`src/rtl/arith_issue.sv`:
```
// Issue/collect controller for the mult_compute pipeline: issues operand pairs, tracks them
// through a fixed-latency tracker, and captures results into a credit-protected FWFT FIFO.
// Optional macro ARITH_ISSUE_DROP_DIRTY_EN discards dirty results and counts them in drop_cnt.
module arith_issue #(
    parameter int LAT   = 4,
    parameter int DEPTH = 8,
    parameter int TAG_W = 4
) (
    input  logic                      clock,
    input  logic                      reset,
    input  logic                      in_valid,
    output logic                      in_ready,
    input  logic [23:0]               in_a,
    input  logic [23:0]               in_b,
    input  logic                      in_dirty,
    input  logic [TAG_W-1:0]          in_tag,
    output logic [24:0]               element1,
    output logic [23:0]               element2,
    input  logic [24:0]               new1,
    output logic                      out_valid,
    input  logic                      out_ready,
    output logic [23:0]               out_data,
    output logic                      out_dirty,
    output logic [TAG_W-1:0]          out_tag,
    output logic [$clog2(LAT+2)-1:0]  inflight,
    output logic [15:0]               drop_cnt
);
    localparam int PTR_W = $clog2(DEPTH);
    localparam int CNT_W = $clog2(DEPTH+1);
    localparam int IF_W  = $clog2(LAT+2);

    typedef struct packed {
        logic             dirty;
        logic [23:0]      data;
        logic [TAG_W-1:0] tag;
    } res_t;

    logic                  issue, capture, push, pop;
    logic [LAT:0]          vld_pipe;
    logic [LAT:0][TAG_W-1:0] tag_pipe;
    res_t                  fifo_mem [DEPTH];
    res_t                  cap_res, head;
    logic [PTR_W-1:0]      wptr, rptr;
    logic [CNT_W-1:0]      fifo_count;

    // Credit check uses registered state only, so a same-cycle pop never frees a slot early.
    assign in_ready  = !reset && ((int'(fifo_count) + int'(inflight)) < DEPTH);
    assign issue     = in_valid && in_ready;
    assign capture   = vld_pipe[LAT];
    assign out_valid = (fifo_count != '0);
    assign pop       = out_valid && out_ready;
    assign cap_res   = '{dirty: new1[24], data: new1[23:0], tag: tag_pipe[LAT]};

`ifdef ARITH_ISSUE_DROP_DIRTY_EN
    assign push = capture && !new1[24];
`else
    assign push = capture;
`endif

    always_ff @(posedge clock) begin
        if (reset || !issue) begin
            element1 <= '0;
            element2 <= '0;
        end else begin
            element1 <= {in_dirty, in_a};
            element2 <= in_b;
        end
    end

    always_ff @(posedge clock) begin
        if (reset) vld_pipe <= '0;
        else       vld_pipe <= {vld_pipe[LAT-1:0], issue};
    end

    always_ff @(posedge clock) begin
        tag_pipe <= {tag_pipe[LAT-1:0], in_tag};
    end

    always_ff @(posedge clock) begin
        if (reset) begin
            inflight <= '0;
        end else begin
            case ({issue, capture})
                2'b10:   inflight <= inflight + IF_W'(1);
                2'b01:   inflight <= inflight - IF_W'(1);
                default: inflight <= inflight;
            endcase
        end
    end

    always_ff @(posedge clock) begin
        if (push) fifo_mem[wptr] <= cap_res;
    end

    always_ff @(posedge clock) begin
        if (reset) begin
            wptr       <= '0;
            rptr       <= '0;
            fifo_count <= '0;
        end else begin
            if (push) wptr <= wptr + PTR_W'(1);
            if (pop)  rptr <= rptr + PTR_W'(1);
            case ({push, pop})
                2'b10:   fifo_count <= fifo_count + CNT_W'(1);
                2'b01:   fifo_count <= fifo_count - CNT_W'(1);
                default: fifo_count <= fifo_count;
            endcase
        end
    end

    assign head      = fifo_mem[rptr];
    assign out_data  = head.data;
    assign out_dirty = head.dirty;
    assign out_tag   = head.tag;

`ifdef ARITH_ISSUE_DROP_DIRTY_EN
    always_ff @(posedge clock) begin
        if (reset)
            drop_cnt <= '0;
        else if (capture && new1[24] && drop_cnt != 16'hFFFF)
            drop_cnt <= drop_cnt + 16'd1;
    end
`else
    assign drop_cnt = '0;
`endif

endmodule

```
`config.mk`:
```
export PLATFORM = sky130hd
export DESIGN_NAME = arith_issue
export DESIGN_NICKNAME = d
export VERILOG_FILES = /design/src/rtl/arith_issue.sv
export SDC_FILE = /design/constraint.sdc
export NUM_CORES = 1
export LEC_CHECK = 0
export CAP_MARGIN = 20
export CORE_MARGIN = 2
export CORE_UTILIZATION = 40
export CTS_CLUSTER_SIZE = 28
export DETAILED_ROUTE_END_ITERATION = 12
export GPL_TIMING_DRIVEN = 0
export PLACE_DENSITY = 0.7
export SLEW_MARGIN = 20
export SYNTH_ARGS = -nofsm -noshare
export SYNTH_HDL_FRONTEND = slang
export SYNTH_SLANG_ARGS = --single-unit
```
`constraint.sdc`:
```
create_clock -name clock -period 2.77 [get_ports clock]
set_input_delay 0.554 -clock clock [delete_from_list [all_inputs] [get_ports clock]]
set_output_delay 0.554 -clock clock [all_outputs]
set_load 0.02 [all_outputs]
```
# Yosys cells after proc, flatten, opt, wreduce, memory -nomap -nowiden
# Memory sizes are Yosys's and may differ from the RTL's. A register that Yosys moved wholly into a read port is not among the register bits.
# Cells that the tools add are included.
[totals] inputBits=82 ramBits=232 memories=1 reg_bits=87 wordCells=40 out_inout_bits=99
[classes] n_eq_ne=4 n_lt_le_gt_ge=1 n_mux=6 n_addsub=7 reduce_logical=9
[memory_table] name="fifo_mem" words=8 width=29 rd=1 rd_clocked_by_memory_dff=1 wr=1 line="41" source="res_t fifo_mem [DEPTH];"
[op_table] cell="adder 3 x 1 -> 3 bit, second input constant" n=3
[op_table] cell="case mux 4 bit (2 select lines)" n=1
[op_table] cell="two-way mux 3 bit" n=2
[op_table] cell="case mux 3 bit (2 select lines)" n=1
[op_table] cell="adder 4 x 3 -> 5 bit" n=1
[op_table] cell="less-than comparator 5 x 4 -> 1 bit, second input constant" n=1
[op_table] cell="adder 4 x 1 -> 4 bit, second input constant" n=1
[op_table] cell="== test 2 x 1 -> 1 bit, second input constant" n=2
[op_table] cell="== test 2 bit, second input constant" n=2
[op_table] cell="nonzero test 2 bit" n=2
[op_table] cell="nonzero test 4 bit" n=1
[op_table] cell="subtractor 4 x 1 -> 4 bit, second input constant" n=1
[op_table] cell="logical AND 1 bit" n=3
[op_table] cell="subtractor 3 x 1 -> 3 bit, second input constant" n=1
[op_table] cell="zero test 1 bit" n=2
[op_table] cell="two-way mux 1 bit" n=2
[op_table] cell="logical OR 1 bit" n=1

# Logic depth before layout (Yosys ltp)
[depth] depth_word=6 ltp_mapped=11

# Least setup slack after synthesis
# OpenSTA, ideal clock, no wires.
[synth_path] path_kind="flip-flop to flip-flop" start="register vld_pipe[4]" end="memory fifo_mem[0][0] (netlist name), enable pin" required_time_ns=2.319 period_less_slack_ns=3.022 slack_ns=-0.252 arrival_ns=2.570 path_stages_with_launch=3 n_path_buf=0 path_cell_list="dfxtp_1 -> nand2b_1 -> nor3_1"
[synth_between] elab_chain_cells=2
[synth_rtl] element="from (decl)" line="39" source="logic [LAT:0] vld_pipe;"
[synth_rtl] element="from (signal assigned)" line="72" source="else vld_pipe <= {vld_pipe[LAT-1:0], issue};"
[synth_rtl] element="two-way mux 1 bit" line="92" source="if (push) fifo_mem[wptr] <= cap_res;"
[synth_rtl] element="two-way mux 1 bit (not written as such)" line="92"
[synth_rtl] element="to (decl)" line="41"
# Every way passes these cells.

==> impl_metrics.yaml <==
synthesis:
  syn_area_sq_um: 11550
  synth-main-ff-cell: "edfxtp_1"
  synth_commonest_cells: "edfxtp_1 (232), dfxtp_1 (90), mux4_2 (58), and3_1 (50), mux2_2 (29)"
  synth_top_area_share_pct: 60.33
  synth_cells: 585
  synthTopCellsByArea: "edfxtp_1 (60%), dfxtp_1 (16%), mux4_2 (11%), mux2_2 (2.8%), and3_1 (2.7%)"
  ys_warn_count: 0
  syn_avg_cell_area_sq_um: 19.74
  synth_cell_type_count: 32
  yosysSeqAreaShare_pct: 75.93
  async_reset_ff_share_pct: 0
  synth_seq_cells: 322
  synth.most_common_cell: "edfxtp_1"
  synth_area_leader_cell: "edfxtp_1"
  synth-edff-count: 232
sta:
  rsz0062_at_grt: "true"
  skew_ns: 0.02328
  tightest_slew_ns: 0.8259
  slew_headroom_pct: 44.94
  clock.fmax_mhz: 358.5
  setup_tns_ns: -0.08461
  setup_viol: 13
  fin_ws_ns: -0.01933
  period_share_pct: 100.7
  worst_hold_slack_ns: 0.3246
  final-hold-violation-count: 0
  fin_crit_ns: 2.789
  finalMaxSlewViolations: 0
pwr:
  p_leak_nw: 5.377
  p_per_area_nw_per_um2: 632.9
  pwr-share-comb_pct: 5.2
  p_int_w: 0.007697
  p_sw_w: 0.002016
  clkPwrFrac_pct: 41.0
  p_sw_share_pct: 20.76
  ir_drop_mv: 0.3984
  pwr-share-seq_pct: 53.9
critical_path:
  crit_path_max_fanout: 10
  cp_top_family: "multiplexers"
  crit_arrival_ns: 2.24
  slowest_delay_ns: 0.51
  crit_chain: "buf_6 -> buf_4 -> buf_12 -> mux4_2 -> mux2_4 -> buf_6"
  critPathSlowestCell: "mux4_2"
  cp-start-kind: "register"
  critPathCaptureType: "primary output"
  path_buf_inv: 4
  crit_type: "reg2out"
  crit_top_cell: "buf_6"
  worst_ep_required_time_ns: 2.22
clocking:
  clock-root-buffer: "clkbuf_16"
  clock_latency_ns: 0.57
  htreeDepth: 1
  clk_pin_slew_ns: 0.06
  cts_tree: "yes"
  cts_buffers: 31
  clock-sinks: 322
  cts_max_path_buffers: 3
run:
  cap_violations: 0
global_routing:
  grt_pass1_vias: 6201
  grt_max_degree: 22
  grt_pass1_wl_microns: 35850
  grt.total_usage_pct: 15.46
  antenna_found_initial: 2
  overflow: 0
detailed_routing:
  via_per_inst: 4.817
  drt-total-wl_microns: 23540
  vias: 5901
  dr.pass1.iters: 6
  route.detailed.drc: 0
  initialDrtViolationCount: 506
  wl_per_cell_microns: 19.21
  ant_nets: 0
worst_hold_path:
  hp-class: "reg2reg"
die:
  core.rowCount: 62
  dieHeight_microns: 173.9
  pin_count: 181
  die_w_microns: 173.9
  start_util_pct: 40.45
  dieArea_sq_um: 30240
  coreArea_sq_um: 28550
place:
  dp_hpwl_microns: 14970
  place.gp.congestion: 0.7549
  dpl_worst_slack_ns: -0.1940
  placedCellCount: 1156
  io_buffers: 162
finish:
  syn_to_final_growth_pct: 32.91
  fillers: 2268
  drive_above_1_share_pct: 28.84
  fin_nets: 907
  stdcell_count: 1225
status:
  outcome: "complete, but fails checks"
  violations: "setup timing"
## kinds of logic (layout without fill, tap and decap cells)
family / after synthesis / after routing / synth area share [%]
XOR/XNOR: 8 / 8 / 0.6068
AND/OR/NAND/NOR: 91 / 91 / 4.356
flip-flops: 322 / 322 / 75.93
buffers and inverters: 53 / 292 / 2.861
AO/OA/AOI/OAI: 12 / 12 / 0.7694
adder cells (fa/ha/maj): 10 / 10 / 1.214
multiplexers: 88 / 88 / 14.23
other: 1 / 18 / 0.03248
## cell usage in the layout, fill, tap and decap left out, drive strengths merged, types with 2 or more instances in the layout
cell,count
clkinv,12
nand2b,3
mux4,58
and3,50
diode,2
inv,11
nor2,20
buf,79
ha,8
a21oi,8
or4,2
mux2,29
nor3,2
clkbuf,57
xor2,7
conb,16
clkdlybuf4s50,132
nand2,5
dfxtp,90
nor2b,4
fa,2
nand3,3
edfxtp,232
## layer usage
metal	routed length, microns	vias to the layer above	GRT usage, %
li1	-	2717	-
met3	1891	38	4.462
met1	9773	2925	19.82
met2	11420	221	26.21
met5	0	-	0
met4	449	0	3.466
## registers in the layout, indices dropped and copies added (netlist names), 4 cells and up, named ones only
signal,flops
cap_res,4
element1,25
vld_pipe,5
element2,24
fifo_mem,232
fifo_count,4
tag_pipe,16
## path summary, 6_finish.rpt
check | start | end | slack, ns | cells past startpoint
worst max-delay path | register | out_data[12] | -0.02 | 6
worst min-delay path | tag_pipe[14] | cap_res[2] | 0.32 | 0
worst max register to register | fifo_count[0] | fifo_count[3] | 0.15 | 9
worst min register to register | tag_pipe[14] | cap_res[2] | 0.32 | 0
## through the flow
step | utilization, % | cell area, sq um | power [W]
4_1_cts | 53.53 | 15280 | 0.009807
6_report | 53.76 | 15350 | 0.009713
3_5_place_dp | 49.04 | 14000 | 0.005810
5_1_grt | 53.74 | 15340 | 0.01004
3_3_place_gp | 48.05 | 13720 | 0.005803
2_1_floorplan | - | 11610 | 0.005542
## power groups by stage
| stage | Sequential, W | Clock [W] | Combinational [W] |
|---|---|---|---|
| after floorplan | 0.00537 | 0 | 0.000169 |
| after global placement | 0.00534 | 0 | 0.000467 |
| after detailed placement | 0.00534 | 0 | 0.000472 |
| after CTS | 0.00523 | 0.00407 | 0.000502 |
| after global routing | 0.00524 | 0.00427 | 0.000538 |
| final | 0.00523 | 0.00398 | 0.000502 |
## repair_timing
action,4_1_cts,5_1_grt
setup endpoints to repair,32,32
buffers inserted,6,5
pin swaps,1,4
gates resized for setup,225,27
hold buffers,0,0
gates cloned,2,0
## worst reg2reg max path: cells and delay by family (launching register included)
kind                       cells  cell delay (ns)
adders and majority gates      2             0.54
and+or+nand+nor                3             1.16
buffers and inverters          1             0.05
DFF                            1             0.36
AOI/OAI and AO/OA              3             0.44
## final cells by class
class                           count  area [sq um]  area share, %
Antenna cell                        2         5.005        0.03261
Buffer                             43         347.8          2.266
Sequential cell                   322          8777          57.19
Tap cell                          384         480.5          3.131
Clock inverter                     14         98.84         0.6441
Timing Repair Buffer              183          2017          13.14
Clock buffer                       43         870.8          5.674
Multi-Input combinational cell    225          2716          17.70
Inverter                            9         33.78         0.2201
No activity file was read; power rests on OpenSTA's default activity.
